===== config.mk =====
export PLATFORM = sky130hd
export DESIGN_NAME = chr_buffer_writer
export DESIGN_NICKNAME = d
export VERILOG_FILES = /design/src/rtl/chr_buffer_writer.sv
export SDC_FILE = /design/constraint.sdc
export NUM_CORES = 1
export LEC_CHECK = 0
export BUFFER_PORTS_ARGS = -buffer_cell sky130_fd_sc_hd__buf_2
export CAP_MARGIN = 0
export CORE_AREA = 2 2 101 103
export CTS_CLUSTER_DIAMETER = 100
export DETAILED_ROUTE_END_ITERATION = 10
export DIE_AREA = 0 0 103 105
export PLACE_DENSITY = 0.78
export SYNTH_ARGS = -nofsm -noshare
export SYNTH_HDL_FRONTEND = slang
export SYNTH_SLANG_ARGS = --single-unit

===== constraint.sdc =====
create_clock -name pclk -period 3.3 [get_ports pclk]
set_input_delay 0.165 -clock pclk [delete_from_list [all_inputs] [get_ports pclk]]
set_output_delay 0.165 -clock pclk [all_outputs]
set_load 0.03 [all_outputs]

===== src/rtl/chr_buffer_writer.sv =====
// Character-buffer writer: turns a byte stream into glyph writes, cursor moves and ring-buffer
// scrolling for the text display. Define CHR_BUFFER_WRITER_CLEAR_ON_RESET_EN to blank the RAM
// after reset.
module chr_buffer_writer #(
  parameter int unsigned CHR_COLS = 70,
  parameter int unsigned CHR_ROWS = 30
) (
  input  logic        pclk,
  input  logic        reset,
  input  logic [7:0]  in_data,
  input  logic        in_valid,
  output logic        in_ready,
  output logic        wr_en,
  output logic [11:0] wr_addr,
  output logic [7:0]  wr_data,
  output logic [11:0] base_addr,
  output logic [7:0]  base_addr_y,
  output logic [7:0]  cursor_x,
  output logic [7:0]  cursor_y
);

  localparam logic [11:0] Cols    = 12'(CHR_COLS);
  localparam logic [11:0] Total   = 12'(CHR_COLS * CHR_ROWS);
  localparam logic [7:0]  LastCol = 8'(CHR_COLS - 1);
  localparam logic [7:0]  LastRow = 8'(CHR_ROWS - 1);
  localparam logic [7:0]  Blank   = 8'h20;

`ifdef CHR_BUFFER_WRITER_CLEAR_ON_RESET_EN
  typedef enum logic [1:0] {StIdle, StClearRow, StClearAll} state_e;
  localparam state_e ResetState = StClearAll;
`else
  typedef enum logic [1:0] {StIdle, StClearRow} state_e;
  localparam state_e ResetState = StIdle;
`endif

  state_e      state_q, state_d;
  logic [7:0]  cursor_x_q, cursor_x_d;
  logic [7:0]  cursor_y_q, cursor_y_d;
  logic [11:0] row_start_q, row_start_d;
  logic [11:0] base_addr_q, base_addr_d;
  logic [7:0]  base_y_q, base_y_d;
  logic [11:0] clr_cnt_q, clr_cnt_d;
  logic        wr_en_q, wr_en_d;
  logic [11:0] wr_addr_q, wr_addr_d;
  logic [7:0]  wr_data_q, wr_data_d;

  logic        accept;
  logic        do_nl;
  logic [11:0] row_next;
  logic [11:0] base_next;
  logic [11:0] row_inc;
  logic [11:0] base_inc;

  assign in_ready = reset && (state_q == StIdle);
  assign accept   = in_valid && in_ready;

  // Ring-buffer advance by one row: compare-and-subtract instead of modulo.
  assign row_inc   = row_start_q + Cols;
  assign base_inc  = base_addr_q + Cols;
  assign row_next  = (row_inc >= Total) ? row_inc - Total : row_inc;
  assign base_next = (base_inc >= Total) ? base_inc - Total : base_inc;

  always_comb begin
    state_d     = state_q;
    cursor_x_d  = cursor_x_q;
    cursor_y_d  = cursor_y_q;
    row_start_d = row_start_q;
    base_addr_d = base_addr_q;
    base_y_d    = base_y_q;
    clr_cnt_d   = clr_cnt_q;
    wr_en_d     = 1'b0;
    wr_addr_d   = wr_addr_q;
    wr_data_d   = wr_data_q;
    do_nl       = 1'b0;

    case (state_q)
      StIdle: begin
        if (accept) begin
          if (in_data >= 8'h20 && in_data <= 8'h7E) begin
            wr_en_d   = 1'b1;
            wr_addr_d = row_start_q + {4'b0, cursor_x_q};
            wr_data_d = in_data;
            if (cursor_x_q == LastCol) begin
              do_nl = 1'b1;
            end else begin
              cursor_x_d = cursor_x_q + 8'd1;
            end
          end else if (in_data == 8'h0A) begin
            do_nl = 1'b1;
          end else if (in_data == 8'h0D) begin
            cursor_x_d = 8'd0;
          end else if (in_data == 8'h08 && cursor_x_q != 8'd0) begin
            cursor_x_d = cursor_x_q - 8'd1;
            wr_en_d    = 1'b1;
            wr_addr_d  = row_start_q + {4'b0, cursor_x_q - 8'd1};
            wr_data_d  = Blank;
          end
        end

        if (do_nl) begin
          cursor_x_d = 8'd0;
          if (cursor_y_q != LastRow) begin
            cursor_y_d  = cursor_y_q + 8'd1;
            row_start_d = row_next;
          end else begin
            // Old top row becomes the new bottom row and must be blanked.
            row_start_d = base_addr_q;
            base_addr_d = base_next;
            base_y_d    = (base_y_q == LastRow) ? 8'd0 : base_y_q + 8'd1;
            clr_cnt_d   = 12'd0;
            state_d     = StClearRow;
          end
        end
      end

      StClearRow: begin
        wr_en_d   = 1'b1;
        wr_addr_d = row_start_q + clr_cnt_q;
        wr_data_d = Blank;
        if (clr_cnt_q == Cols - 12'd1) begin
          state_d = StIdle;
        end else begin
          clr_cnt_d = clr_cnt_q + 12'd1;
        end
      end

`ifdef CHR_BUFFER_WRITER_CLEAR_ON_RESET_EN
      StClearAll: begin
        wr_en_d   = 1'b1;
        wr_addr_d = clr_cnt_q;
        wr_data_d = Blank;
        if (clr_cnt_q == Total - 12'd1) begin
          state_d = StIdle;
        end else begin
          clr_cnt_d = clr_cnt_q + 12'd1;
        end
      end
`endif

      default: state_d = StIdle;
    endcase
  end

  always_ff @(posedge pclk) begin
    if (!reset) begin
      state_q     <= ResetState;
      cursor_x_q  <= 8'd0;
      cursor_y_q  <= 8'd0;
      row_start_q <= 12'd0;
      base_addr_q <= 12'd0;
      base_y_q    <= 8'd0;
      clr_cnt_q   <= 12'd0;
      wr_en_q     <= 1'b0;
      wr_addr_q   <= 12'd0;
      wr_data_q   <= 8'd0;
    end else begin
      state_q     <= state_d;
      cursor_x_q  <= cursor_x_d;
      cursor_y_q  <= cursor_y_d;
      row_start_q <= row_start_d;
      base_addr_q <= base_addr_d;
      base_y_q    <= base_y_d;
      clr_cnt_q   <= clr_cnt_d;
      wr_en_q     <= wr_en_d;
      wr_addr_q   <= wr_addr_d;
      wr_data_q   <= wr_data_d;
    end
  end

  assign wr_en       = wr_en_q;
  assign wr_addr     = wr_addr_q;
  assign wr_data     = wr_data_q;
  assign base_addr   = base_addr_q;
  assign base_addr_y = base_y_q;
  assign cursor_x    = cursor_x_q;
  assign cursor_y    = cursor_y_q;

endmodule


==> impl_metrics.yaml, run 1 <==
die:
  core_area_um2: 9640
  dieHeight_um: 105
  num_rows: 36
  boundaryPins: 69
  die_area_um2: 10800
  start_util_pct: 58.7
  die_w_um: 103
route:
  top_layer: "met4"
  met2_length_um: 7330
  drt_wl_total_um: 15500
  drcViolationCount: 0
  first_pass_iters: 6
  wl_met1_um: 6830
  met3_length_um: 1100
  detail-route-antenna-nets: 0
  vias_per_cell: 6.27
  drtIter0Drc: 518
  vias: 5718
  wl_per_cell_um: 17.0
cts:
  postCtsHoldBufs: 0
  clock_latency_ns: 0.37
  cts_buffer_depth: 2
  cts.sink_count: 80
  cts_setup_buffers: 0
  clk_pin_slew_ns: 0.09
  cts_tree: "done"
  tritoncts.num_buffers: 9
  htreeDepth: 3
  post_cts_resize_count: 0
  root_buffer: "clkbuf_8"
global_route:
  grt_start_max_net_pins: 29
  grt_pass1_wl_um: 25500
  antenna_found_initial: 0
  grtUsageTotal_pct: 29.3
  grt_pass1_vias: 5207
  gr-total-overflow: 0
power:
  seq_power_share_pct: 50.8
  switching_share_pct: 29.0
  total_power_w: 0.00194
  powerDensity_nw_per_um2: 308
  combPwrFrac_pct: 12.7
  p_leak_nw: 2.52
  clockPowerShare_pct: 36.5
  p_int_w: 0.00138
  netSwitchingPower_w: 0.000564
  irDropWorstVdd_mv: 0.194
setup_path:
  cp-endpoint: "wr_addr[11]"
  required_ns: 3.59
  crit_type: "reg2reg"
  cp-startpoint: "cursor_x[0]"
  cp_max_fo: 4
  r2r_cells: 14
  reg2reg_to: "wr_addr[11]"
  r2r-start: "cursor_x[0]"
  cp-end-kind: "register"
  arrival_ns: 3.26
  reg2reg_slack_ns: 0.33
  startpoint_type: "register"
sta:
  finalHoldViolCount: 0
  finalSetupViolations: 0
  slew_headroom_pct: 41.2
  hold-worst-slack_ns: 0.108
  rsz0062_at_grt: "no"
  tightestPinTransition_ns: 0.873
  finalCriticalPeriod_ns: 2.97
  drv_slew: 0
  max_freq_mhz: 337
  skew_ns: 0.0139
  fin_setup_tns_ns: 0
  final.period_utilization_pct: 89.9
synth:
  synth_edf_count: 0
  ys_seq_area_share_pct: 28.3
  syn_area_per_cell_um2: 7.88
  syn-cell-area_um2: 5660
  synth_top_area_share_pct: 28.3
  synth_cell_types: 78
  yosysMostFrequentCell: "dfxtp_1"
  async_flop_share_pct: 0
  synth_fp_nets: 756
  synth_warnings: 0
  ys.flop_type: "dfxtp_1"
  synth-seq-cells: 80
  synthTopCellsByCount: "80 x dfxtp_1, 75 x nand2_1, 67 x nor2_1"
  synth_top_area_cell: "dfxtp_1"
  synthCells: 718
  yosys-top-cells-area: "dfxtp_1 28%, ha_1 6.0%, nand2_1 5.0%"
worst_hold_path:
  hold_path_class: "in2reg"
cells_and_area:
  final_area_um2: 6300
  area_delta_synth_final_pct: 11.4
  layout-drive-gt1-share_pct: 16.8
  instances_no_fill: 912
  nets: 812
  fillers: 882
  antennaDiodeCount: 0
placed_design:
  placed_cell_area_um2: 6100
  dp.cells: 896
  io_buffers: 67
  dpl.hpwl_um: 11400
  place.gp.congestion: 0.938
flow_run:
  cap_violations: 0
status:
  status: "completed"
-- how the worst min path moves through the flow --
stage	start	end	slack (ns)	depth (start not counted)
after floorplan	in_data[6]	wr_data[6]	0.33	2
after global placement	wr_addr[4]	wr_addr[4]	0.44	2
after detailed placement	wr_addr[9]	wr_addr[9]	0.45	2
after CTS	in_data[6]	wr_data[6]	0.09	3
after global routing	in_data[6]	wr_data[6]	0.10	3
final	in_data[6]	wr_data[6]	0.11	3
-- state kept, by name (all words and copies together) (netlist names) --
name,count
base_addr_y,8
clr_cnt_q,12
base_addr,11
wr_data,8
cursor_y,8
wr_addr,12
row_start_q,11
cursor_x,8
wr_en,1
state_q,1
-- critical path, stage by stage, from the launching register on --
cell and delay (ns):
dfxtp_1 0.31, inv_1 0.10, ha_1 0.24, nand2_1 0.12, or3_1 0.37, nor2_1 0.13, xnor2_1 0.13, o21ai_0 0.09
ha_1 0.24, nor3_1 0.19, o21ai_0 0.17, a41oi_2 0.27, o21ai_0 0.11, a21bo_2 0.20, a211oi_1 0.23
-- cell families after synthesis --
group           count (synthesis)  synth area share, %
simple gates                  273                 25.2
compound gates                205                 24.2
flops                          80                 28.3
buf+inv                        66                 5.33
xor+xnor                       61                 9.97
fa+ha+maj                      27                 5.97
mux                             5                0.907
other cells                     1               0.0663
-- layout make-up --
type | count | area [um2] | area share, %
multi-input cells | 572 | 3770 | 59.8
flip-flops and latches | 80 | 1600 | 25.4
repair buffers | 87 | 485 | 7.70
well taps | 133 | 166 | 2.64
clock buffers | 11 | 151 | 2.40
inverters | 24 | 90.1 | 1.43
clock inverters | 5 | 38.8 | 0.616
-- per-layer routing --
layer  global-route usage (%)  vias to the layer above
met1                     41.3                     2749
met4                     8.36                        0
li1                         -                     2722
met3                     4.35                       30
met2                     46.1                      217
met5                        0                        -
-- power by group through the flow --
| stage | Clock, W | Sequential, W | Combinational (W) |
|---|---|---|---|
| floorplan | 0 | 0.00103 | 0.000148 |
| global placement | 0 | 0.00101 | 0.000235 |
| detailed placement | 0 | 0.00101 | 0.000240 |
| CTS | 0.000720 | 0.000987 | 0.000242 |
| global route | 0.000762 | 0.000989 | 0.000270 |
| finish | 0.000710 | 0.000987 | 0.000246 |
-- placed cells by master, fill, tap and decap left out, drive strengths merged, types with 9 or more instances in the layout --
master	instances
xnor2	28
dfxtp	80
o211ai	9
and3	13
xor2	33
nand3	21
nand2	75
nor2	67
ha	27
nor3	24
buf	87
a211oi	16
a21oi	51
o21ai	52
nand4	12
inv	25
clkbuf	11
-- stage by stage --
step / utilization, % / worst slack [ns]
finish: 65.4 / 0.332
CTS: 65.3 / 0.291
detailed placement: 63.3 / 0.239
global route: 65.4 / 0.0298
global placement: 63.3 / 0.346
floorplan: - / 0.206
(Power assumes the default switching activity.)
==> run 2: changes to the inputs <==
--- a/config.mk
+++ b/config.mk
@@ -12,6 +12,7 @@
 export DETAILED_ROUTE_END_ITERATION = 10
 export DIE_AREA = 0 0 103 105
 export PLACE_DENSITY = 0.78
+export SLEW_MARGIN = 15
 export SYNTH_ARGS = -nofsm -noshare
 export SYNTH_HDL_FRONTEND = slang
 export SYNTH_SLANG_ARGS = --single-unit
==> constraint.sdc (replaced) <==
create_clock -name pclk -period 3.3 [get_ports pclk]
set_input_delay 0.825 -clock pclk [delete_from_list [all_inputs] [get_ports pclk]]
set_output_delay 0.825 -clock pclk [all_outputs]
set_load 0.03 [all_outputs]
==> run 2 against run 1 <==
  * Final area is 3.4% higher
  * Die area is the same
  * Sequential power barely moved
  * Hold slack improved by 0.35 ns
  * Non-clock buffer count increased by 19
  * Final cell count grew 2.1%
  * Critical path depth is the same
  * Critical endpoint unchanged
  * Highest routed layer unchanged
  * First-iteration DRC count shrank 7.3%
==> impl_metrics.yaml, run 2 (synthesis gave the netlist of run 1 again) <==
die:
  boundaryPins: 69
  dieHeight_um: 105
  num_rows: 36
  die_w_um: 103
  start_util_pct: 58.7
  die_area_um2: 10800
  core_area_um2: 9640
route:
  drtIter0Drc: 480
  first_pass_iters: 5
  drcViolationCount: 0
  vias_per_cell: 6.15
  drt_wl_total_um: 15500
  wl_per_cell_um: 16.7
  detail-route-antenna-nets: 0
  vias: 5728
cells_and_area:
  final_util_pct: 67.6
  antennaDiodeCount: 0
  final_cell_mix: "80 x dfxtp_1, 74 x nand2_1, 67 x nor2_1, 67 x buf_2, 50 x a21oi_1"
  area_delta_synth_final_pct: 15.1
  layout_commonest_cell: "dfxtp_1"
  nets: 831
  layout-drive-gt1-share_pct: 19.5
  instances_no_fill: 931
cts:
  cts_tree: "done"
  htreeDepth: 3
  clock_latency_ns: 0.36
  root_buffer: "clkbuf_8"
  cts_buffer_depth: 2
  clk_pin_slew_ns: 0.09
  tritoncts.num_buffers: 9
  cts.sink_count: 80
power:
  total_power_w: 0.00212
  irDropWorstVdd_mv: 0.225
  p_leak_nw: 2.64
  clockPowerShare_pct: 40.6
  seq_power_share_pct: 46.6
  switching_share_pct: 28.0
  netSwitchingPower_w: 0.000593
  combPwrFrac_pct: 12.8
  powerDensity_nw_per_um2: 325
  p_int_w: 0.00152
setup_path:
  reg2reg_to: "wr_addr[11]"
  cp_max_fo: 5
  arrival_ns: 3.41
  path_cells: "buf_2 -> and4_4 -> a211o_1 -> nand2_2 -> xor2_1 -> o21ai_1 -> ha_1 -> a21o_1 -> a21oi_2 -> o21ai_1 -> a41oi_2 -> o2111ai_1 -> a21bo_2 -> a211oi_2"
  path_common_cell: "o21ai_1"
  slowest_stage: "a211o_1"
  crit_type: "in2reg"
  max_stage_delay_ns: 0.38
  r2r-start: "cursor_x[1]"
  r2r_cells: 14
  required_ns: 3.59
  cp-end-kind: "register"
  startpoint_type: "input pin"
  reg2reg_slack_ns: 0.25
sta:
  finalCriticalPeriod_ns: 3.12
  skew_ns: 0.00893
  rsz0062_at_grt: "no"
  slew_headroom_pct: 37.1
  finalHoldViolCount: 0
  final.period_utilization_pct: 94.5
  tightestPinTransition_ns: 0.933
  max_freq_mhz: 321
  drv_slew: 0
  finalSetupViolations: 0
placed_design:
  dpl.hpwl_um: 11600
  place.gp.congestion: 0.927
  io_buffers: 67
  dp.cells: 915
worst_hold_path:
  hold-path-endpoint: "wr_addr[1]"
  hold_start: "wr_addr[1]"
  hold_path_class: "reg2reg"
  hold_path_depth: 2
global_route:
  grt_pass1_vias: 5295
  grtUsageTotal_pct: 29.1
  gr-total-overflow: 0
  grt_start_max_net_pins: 29
  antenna_found_initial: 0
  grt_pass1_wl_um: 25500
status:
  status: "completed"
flow_run:
  cap_violations: 0
-- run 2: changes by cell type in the layout (fill, tap and decap cells not counted), moves of 2 or more --
cell and change:
inv_8 +3, clkbuf_8 -2, buf_4 +19, o21ai_1 +3
clkinv_4 -2, o21ai_0 -3, bufinv_16 +2
-- run 2: stage by stage --
step	setup TNS [ns]	area [um2]	setup WS, ns	hold WS [ns]
finish	0	6510	0.180	0.457
detailed placement	-0.288	6270	-0.129	0.443
global route	0	6510	0.00871	0.481
CTS	0	6500	0.238	0.455
floorplan	0	5700	0.0370	0.500
global placement	-0.0416	6270	-0.0329	0.438
-- run 2: layout make-up --
type | count | area [um2]
multi-input cells | 572 | 3790
fillers | 851 | 3130
flip-flops and latches | 80 | 1600
repair buffers | 106 | 628
well taps | 133 | 166
clock buffers | 9 | 124
clock inverters | 7 | 110
inverters | 24 | 90.1
-- run 2: power groups by stage --
stage               clock network, W  logic, W  registers (W)
global route                0.000913  0.000297       0.000989
floorplan                          0  0.000154        0.00103
finish                      0.000860  0.000270       0.000987
CTS                         0.000868  0.000266       0.000987
detailed placement                 0  0.000264        0.00101
global placement                   0  0.000258        0.00101
-- run 2: timing repair --
action,4_1_cts,5_1_grt
setup buffers,0,0
hold buffers,0,0
endpoints found under the setup margin,0,2
gates resized for setup,0,3
-- run 2: how the worst max path moves through the flow --
stage,startpoint,cells after the start,to,slack [ns]
4_1_cts,in_data[4],14,wr_addr[11],0.24
3_3_place_gp,in_data[4],14,wr_addr[10],-0.03
6_report,in_data[4],14,wr_addr[11],0.18
5_1_grt,cursor_x[1],15,wr_addr[10],0.009
2_1_floorplan,in_data[4],14,wr_addr[11],0.04
3_5_place_dp,in_data[4],14,wr_addr[11],-0.13
-- run 2: layer usage --
layer	global-route usage, %	routed length [um]
met3	4.88	1110
met4	7.24	187
met1	39.3	6690
met5	0	0
met2	48.0	7530
-- run 2: critical path, delay by kind of cell --
family	cells	cell delay [ns]
fa+ha+maj	1	0.34
xor+xnor	1	0.14
compound gates	9	1.71
buf+inv	1	0.11
simple gates	2	0.28
